File: config.mk
export PLATFORM = sky130hd
export DESIGN_NAME = m_src_arb_flat
export DESIGN_NICKNAME = d
export VERILOG_FILES = /design/src/rtl/m_src_arb_if.sv /design/src/rtl/m_src_arb.sv /design/src/flat_wrapper.sv
export SDC_FILE = /design/constraint.sdc
export NUM_CORES = 1
export LEC_CHECK = 0
export CAP_MARGIN = 30
export CORE_MARGIN = 1.5
export CORE_UTILIZATION = 41
export DETAILED_ROUTE_END_ITERATION = 6
export GPL_ROUTABILITY_DRIVEN = 0
export PLACE_DENSITY = 0.74
export RECOVER_POWER = 25
export REMOVE_ABC_BUFFERS = 1
export SYNTH_ARGS = -nofsm -noshare
export SYNTH_HDL_FRONTEND = slang
export SYNTH_SLANG_ARGS = --single-unit
File: constraint.sdc
create_clock -name clk -period 3.2 [get_ports clk]
set_input_delay 0.8 -clock clk [delete_from_list [all_inputs] [get_ports clk]]
set_output_delay 0.8 -clock clk [all_outputs]
set_load 0.05 [all_outputs]
File: src/rtl/m_src_arb_if.sv
// ---------------------------------------------------------------------------
// m_src_arb_if
// Bundles the M-bus source arbiter's decode/state inputs, per-source
// requests and the drive/grant/diagnostic outputs.
//   master : source-select decode side (drives state_*, src_req, conflict_clr)
//   slave  : arbiter side (drives drive, grant, conflict, conflict_cnt)
// Parameters NSRC and CNTW must match the attached m_src_arb instance.
// ---------------------------------------------------------------------------
interface m_src_arb_if #(
    parameter int NSRC = 4,
    parameter int CNTW = 8
);
    logic            state_decode;
    logic            state_alu;
    logic            state_write;
    logic            state_mmu;
    logic            state_fetch;
    logic [NSRC-1:0] src_req;
    logic            conflict_clr;
    logic [NSRC-1:0] drive;
    logic [NSRC-1:0] grant;
    logic            conflict;
    logic [CNTW-1:0] conflict_cnt;

    modport master (
        output state_decode, state_alu, state_write, state_mmu, state_fetch,
        output src_req, conflict_clr,
        input  drive, grant, conflict, conflict_cnt
    );

    modport slave (
        input  state_decode, state_alu, state_write, state_mmu, state_fetch,
        input  src_req, conflict_clr,
        output drive, grant, conflict, conflict_cnt
    );
endinterface

File: src/rtl/m_src_arb.sv
// ---------------------------------------------------------------------------
// m_src_arb
// M-bus source arbiter. On every state_decode cycle it samples src_req and
// latches a one-hot grant (default source DFLT when nobody requests). The
// granted source's drive line is asserted while any of the ALU / WRITE / MMU /
// FETCH states is active. Decodes with more than one request are recorded in
// a sticky flag and a saturating counter.
// Ports:
//   clk    : system clock, all state updates on its rising edge
//   reset  : synchronous, active-high reset
//   bus    : m_src_arb_if.slave (state_*, src_req, conflict_clr in;
//            drive, grant, conflict, conflict_cnt out)
// Parameters: NSRC sources, DFLT default index, MODE 0=fixed priority /
//   1=round-robin, PIPE 0=combinational drive / 1=registered drive,
//   CNTW conflict counter width.
// ---------------------------------------------------------------------------
module m_src_arb #(
    parameter int NSRC = 4,
    parameter int DFLT = 0,
    parameter int MODE = 0,
    parameter int PIPE = 0,
    parameter int CNTW = 8
) (
    input  logic       clk,
    input  logic       reset,
    m_src_arb_if.slave bus
);
    localparam int PW = (NSRC > 1) ? $clog2(NSRC) : 1;

    logic [NSRC-1:0] r_grant;
    logic [PW-1:0]   r_ptr;
    logic            r_conflict;
    logic [CNTW-1:0] r_conflict_cnt;

    logic            w_active;
    logic            w_any;
    logic            w_multi;
    logic            w_found;
    logic [PW-1:0]   w_idx;
    logic [PW-1:0]   w_win_idx;
    logic [NSRC-1:0] w_pick;
    logic [NSRC-1:0] w_drive_now;

    assign w_active = bus.state_alu | bus.state_write | bus.state_mmu | bus.state_fetch;
    assign w_any    = |bus.src_req;
    assign w_multi  = ($countones(bus.src_req) > 1);

    // Winner selection. Round-robin searches upward starting one past the
    // last winner, so the most recent winner has the lowest priority.
    always_comb begin
        w_win_idx = '0;
        w_idx     = '0;
        w_found   = 1'b0;
        w_pick    = '0;
        if (MODE == 0) begin
            for (int i = NSRC - 1; i >= 0; i--) begin
                if (bus.src_req[i]) begin
                    w_win_idx = PW'(i);
                end
            end
        end else begin
            for (int k = 1; k <= NSRC; k++) begin
                w_idx = PW'((int'(r_ptr) + k) % NSRC);
                if (!w_found && bus.src_req[w_idx]) begin
                    w_found   = 1'b1;
                    w_win_idx = w_idx;
                end
            end
        end
        if (w_any) begin
            w_pick = NSRC'(1) << w_win_idx;
        end else begin
            w_pick = NSRC'(1) << DFLT;
        end
    end

    // Grant latch and round-robin pointer. A default grant leaves the
    // pointer alone so an idle decode does not disturb fairness.
    always_ff @(posedge clk) begin
        if (reset) begin
            r_grant <= '0;
            r_ptr   <= PW'(NSRC - 1);
        end else if (bus.state_decode) begin
            r_grant <= w_pick;
            if (w_any) begin
                r_ptr <= w_win_idx;
            end
        end
    end

    // Conflict diagnostics. A conflicting decode in the same cycle as a clear
    // counts as the first event after the clear.
    always_ff @(posedge clk) begin
        if (reset) begin
            r_conflict     <= 1'b0;
            r_conflict_cnt <= '0;
        end else if (bus.state_decode && w_multi) begin
            r_conflict <= 1'b1;
            if (bus.conflict_clr) begin
                r_conflict_cnt <= CNTW'(1);
            end else if (r_conflict_cnt != {CNTW{1'b1}}) begin
                r_conflict_cnt <= r_conflict_cnt + CNTW'(1);
            end
        end else if (bus.conflict_clr) begin
            r_conflict     <= 1'b0;
            r_conflict_cnt <= '0;
        end
    end

    // Drive always uses the grant held before the current edge, so a decode
    // coinciding with an active state still drives the previous winner.
    assign w_drive_now = r_grant & {NSRC{w_active}};

    generate
        if (PIPE != 0) begin : g_pipe
            logic [NSRC-1:0] r_drive;
            always_ff @(posedge clk) begin
                if (reset) begin
                    r_drive <= '0;
                end else begin
                    r_drive <= w_drive_now;
                end
            end
            assign bus.drive = r_drive;
        end else begin : g_comb
            assign bus.drive = w_drive_now;
        end
    endgenerate

    assign bus.grant        = r_grant;
    assign bus.conflict     = r_conflict;
    assign bus.conflict_cnt = r_conflict_cnt;
endmodule
File: src/flat_wrapper.sv
// flat-port wrapper written by rule: the top's interface ports become plain ports
module m_src_arb_flat 
#(
    parameter int NSRC = 4,
    parameter int DFLT = 0,
    parameter int MODE = 0,
    parameter int PIPE = 0,
    parameter int CNTW = 8
)
  (clk, reset, bus_state_decode, bus_state_alu, bus_state_write, bus_state_mmu, bus_state_fetch, bus_src_req, bus_conflict_clr, bus_drive, bus_grant, bus_conflict, bus_conflict_cnt);
  m_src_arb_if #(.NSRC(NSRC), .CNTW(CNTW)) bus_i ();
  input  logic clk;
  input  logic reset;
  input wire logic [$bits(bus_i.state_decode)-1:0] bus_state_decode;
  input wire logic [$bits(bus_i.state_alu)-1:0] bus_state_alu;
  input wire logic [$bits(bus_i.state_write)-1:0] bus_state_write;
  input wire logic [$bits(bus_i.state_mmu)-1:0] bus_state_mmu;
  input wire logic [$bits(bus_i.state_fetch)-1:0] bus_state_fetch;
  input wire logic [$bits(bus_i.src_req)-1:0] bus_src_req;
  input wire logic [$bits(bus_i.conflict_clr)-1:0] bus_conflict_clr;
  output wire logic [$bits(bus_i.drive)-1:0] bus_drive;
  output wire logic [$bits(bus_i.grant)-1:0] bus_grant;
  output wire logic [$bits(bus_i.conflict)-1:0] bus_conflict;
  output wire logic [$bits(bus_i.conflict_cnt)-1:0] bus_conflict_cnt;
  assign bus_i.state_decode = bus_state_decode;
  assign bus_i.state_alu = bus_state_alu;
  assign bus_i.state_write = bus_state_write;
  assign bus_i.state_mmu = bus_state_mmu;
  assign bus_i.state_fetch = bus_state_fetch;
  assign bus_i.src_req = bus_src_req;
  assign bus_i.conflict_clr = bus_conflict_clr;
  assign bus_drive = bus_i.drive;
  assign bus_grant = bus_i.grant;
  assign bus_conflict = bus_i.conflict;
  assign bus_conflict_cnt = bus_i.conflict_cnt;
  m_src_arb #(.NSRC(NSRC), .DFLT(DFLT), .MODE(MODE), .PIPE(PIPE), .CNTW(CNTW)) u_core (.clk(clk), .reset(reset), .bus(bus_i));
endmodule
==> flow_metrics.env <==
export IMPL_status="finished clean"
export IMPL_rsz0062_at_grt="false"
export IMPL_fillers=198
export IMPL_critPathCaptureType="flip-flop"
export IMPL_io_buffers=28
export IMPL_postSynth_asyncResetShare_pct=0
export IMPL_met2WireLength_mm=1.06
export IMPL_diodes=0
export IMPL_dp_slack_ns=0.0282
export IMPL_setup_viol=0
export IMPL_drive_above_1_share_pct=9.92
export IMPL_combPwrFrac_pct=26.2
export IMPL_fp_dieH_um=48.0
export IMPL_postSynthCellCount=97
export IMPL_antenna_found_initial=0
export IMPL_final_antenna_net_count=0
export IMPL_syn_area_um2=831
export IMPL_wl_met1_um=845
export IMPL_p_seq_share_pct=45.9
export IMPL_die_area_mm2=0.00231
export IMPL_cts_root_buffer="clkbuf_4"
export IMPL_final_area_mm2=0.00118
export IMPL_drc=0
export IMPL_rr_worst_depth=4
export IMPL_cts_htree_levels=1
export IMPL_finalMaxSlewViolations=0
export IMPL_hold_class="flip-flop to flip-flop"
export IMPL_cts_hold_buf=0
export IMPL_rr_endpoint="u_core.bus.conflict_cnt[3]$_SDFFE_PP0P_"
export IMPL_min_path_cells=2
export IMPL_clkSinkCount=13
export IMPL_fin_crit_sh_pct=92.0
export IMPL_clk_latency_ns=0.27
export IMPL_dp_hpwl_mm=1.58
export IMPL_seq_area_frac_synth_pct=31.3
export IMPL_firstDrtPassIters=4
export IMPL_grt_usage_pct=21.4
export IMPL_grt_ovfl_total=0
export IMPL_slowest_delay_ns=0.55
export IMPL_fin_ws_ns=0.256
export IMPL_power_internal_uw=256
export IMPL_rows=16
export IMPL_ioPinCount=29
export IMPL_wl_met3_um=81
export IMPL_min_from="u_core.bus.grant[3]$_SDFFE_PP0P_"
export IMPL_switchingPower_uw=115
export IMPL_num_vias=849
export IMPL_arrival_ns=3.13
export IMPL_wl_per_cell_um=12.7
export IMPL_seq_area_um2=260
export IMPL_max_freq_mhz=340
export IMPL_layout_area_overhead_vs_synth_pct=41.6
export IMPL_synth_top_area_share_pct=31.3
export IMPL_cts_buffers=3
export IMPL_first_global_vias=846
export IMPL_initial_utilization_pct=42.8
export IMPL_clk_path_buf_depth=2
export IMPL_core_area_mm2=0.00194
export IMPL_tns_ns=0
export IMPL_p_clk_share_pct=27.9
export IMPL_swShare_pct=31.1
export IMPL_leakage_nw=0.457
export IMPL_drt_iter0_drc=15
export IMPL_critPathKind="input port to flip-flop"
export IMPL_yosysWarningCount=0
export IMPL_cp_required_ns=3.39
export IMPL_path_clk_slew_ns=0.08
export IMPL_cts_resized=0
export IMPL_crit_slowest_cell="dlygate4sd3_1"
export IMPL_cts_tree="built"
export IMPL_ir_worst_vdd_mv=0.156
export IMPL_layout_min_cycle_time_ns=2.94
export IMPL_hold_end="u_core.bus.grant[3]$_SDFFE_PP0P_"
export IMPL_die_x_um=48.0
export IMPL_powerDensity_mw_per_mm2=315
export IMPL_fin_skew_ns=0.000995
export IMPL_synth_seq_cells=13
export IMPL_placed_area_mm2=0.00115
export IMPL_vias_per_cell=5.37
export IMPL_critPathLaunchType="input port"
export IMPL_top_layer_used="met4"
export IMPL_yosysTopAreaCell="dfxtp_1"
export IMPL_hold_violations=0
export IMPL_grt_start_max_net_pins=10
export IMPL_ys_types=35
export IMPL_grt_pass1_wl_mm=3.43
export IMPL_tightest_slew_ns=0.511
export IMPL_synth_edf_count=0
export IMPL_ff2ff_setup_slack_ns=1.70
export IMPL_critPathMaxFanout=7
export IMPL_final_util_pct=60.6
export IMPL_drv_cap=0
export IMPL_slew_headroom_pct=65.6
export IMPL_synth_area_leaders="dfxtp_1 (31%), ha_1 (11%), inv_1 (5.0%)"
export IMPL_post_cts_buffers=0
export IMPL_multi_input_area_um2=514
export IMPL_avgSynthCellArea_um2=8.56
export IMPL_reg2reg_from="u_core.bus.conflict_cnt[0]$_SDFFE_PP0P_"
export IMPL_layout_nets=152
export IMPL_cp_cell_sequence="dlygate4sd3_1, inv_1, ha_1, nand2_1, fa_1, a21bo_1, o41a_1, a311oi_1"
export IMPL_routed_wl_mm=2.00
export IMPL_finalPower_uw=371
export IMPL_yosys_most_used_dff="dfxtp_1"
[metal layers]
layer  global-route usage (%)  vias up
li1                         -      424
met1                     24.9      393
met2                     36.8       30
met3                     3.77        2
met4                     11.4        0
met5                        0        -
[worst max-delay path by stage]
| stage | start | to |
|---|---|---|
| after CTS | bus_src_req[3] | u_core.bus.conflict_cnt[7]$_SDFFE_PP0P_ |
| after global placement | bus_src_req[2] | u_core.bus.conflict_cnt[7]$_SDFFE_PP0P_ |
| final | bus_src_req[2] | u_core.bus.conflict_cnt[7]$_SDFFE_PP0P_ |
| after global routing | bus_src_req[2] | u_core.bus.conflict_cnt[7]$_SDFFE_PP0P_ |
| after detailed placement | bus_src_req[3] | u_core.bus.conflict_cnt[7]$_SDFFE_PP0P_ |
| after floorplan | bus_src_req[2] | u_core.bus.conflict_cnt[7]$_SDFFE_PP0P_ |
[registers in the layout (all words and copies together), names as in the netlist]
signal	flops
u_core.bus.conflict_cnt	8
u_core.bus.grant	4
u_core.bus.conflict	1
[stage by stage]
| step | hold WS, ns | std cells |
|---|---|---|
| 5_1_grt | 0.516 | 158 |
| 6_report | 0.486 | 158 |
| 3_3_place_gp | 0.463 | 154 |
| 4_1_cts | 0.488 | 158 |
| 2_1_floorplan | 0.687 | 95 |
| 3_5_place_dp | 0.471 | 154 |
[cell type report]
type                            count  area share, %
Clock buffer                        4           2.23
Inverter                           11           3.51
Sequential cell                    13           22.1
Tap cell                           27           2.87
Timing Repair Buffer               32           25.5
Multi-Input combinational cell     71           43.7
[cell usage after synthesis, types with 2 or more instances]
library cell,instances
o2111ai_1,2
dfxtp_1,13
a211oi_1,3
inv_1,11
mux2i_1,2
nor2_1,2
a21boi_0,2
o211ai_1,2
nand4b_1,2
nand2_1,8
nor2b_1,5
a21oi_1,7
nand4_1,2
ha_1,7
nor3_1,4
or2_2,2
nand2b_1,5
[cell families after synthesis]
group	share of synthesized area (%)
simple gates	24.4
buf+inv	6.78
flops	31.3
mux	2.41
fa+ha+maj	13.0
compound gates	22.1
[power groups by stage]
stage | registers (mW) | clock network [mW] | logic (mW)
floorplan | 0.190 | 0 | 0.0384
finish | 0.170 | 0.103 | 0.0971
global route | 0.171 | 0.115 | 0.107
detailed placement | 0.174 | 0 | 0.0980
CTS | 0.170 | 0.108 | 0.0987
global placement | 0.174 | 0 | 0.0953
[worst max-delay path, delay by kind of cell]
family | cells | cell delay, ns
compound gates | 3 | 0.91
fa+ha+maj | 2 | 0.72
buf+inv | 2 | 0.63
simple gates | 1 | 0.09
[cell usage in the layout, fill, tap and decap left out, types with 4 or more instances in the layout]
master / synthesis / layout
a21oi_1: 7 / 7
nor2b_1: 5 / 5
nand2b_1: 5 / 5
inv_1: 11 / 11
ha_1: 7 / 7
dlygate4sd3_1: 0 / 4
buf_4: 0 / 8
nand2_1: 8 / 8
nor3_1: 4 / 4
dfxtp_1: 13 / 13
clkdlybuf4s50_1: 0 / 20
Power figures use the tool's default switching activity.
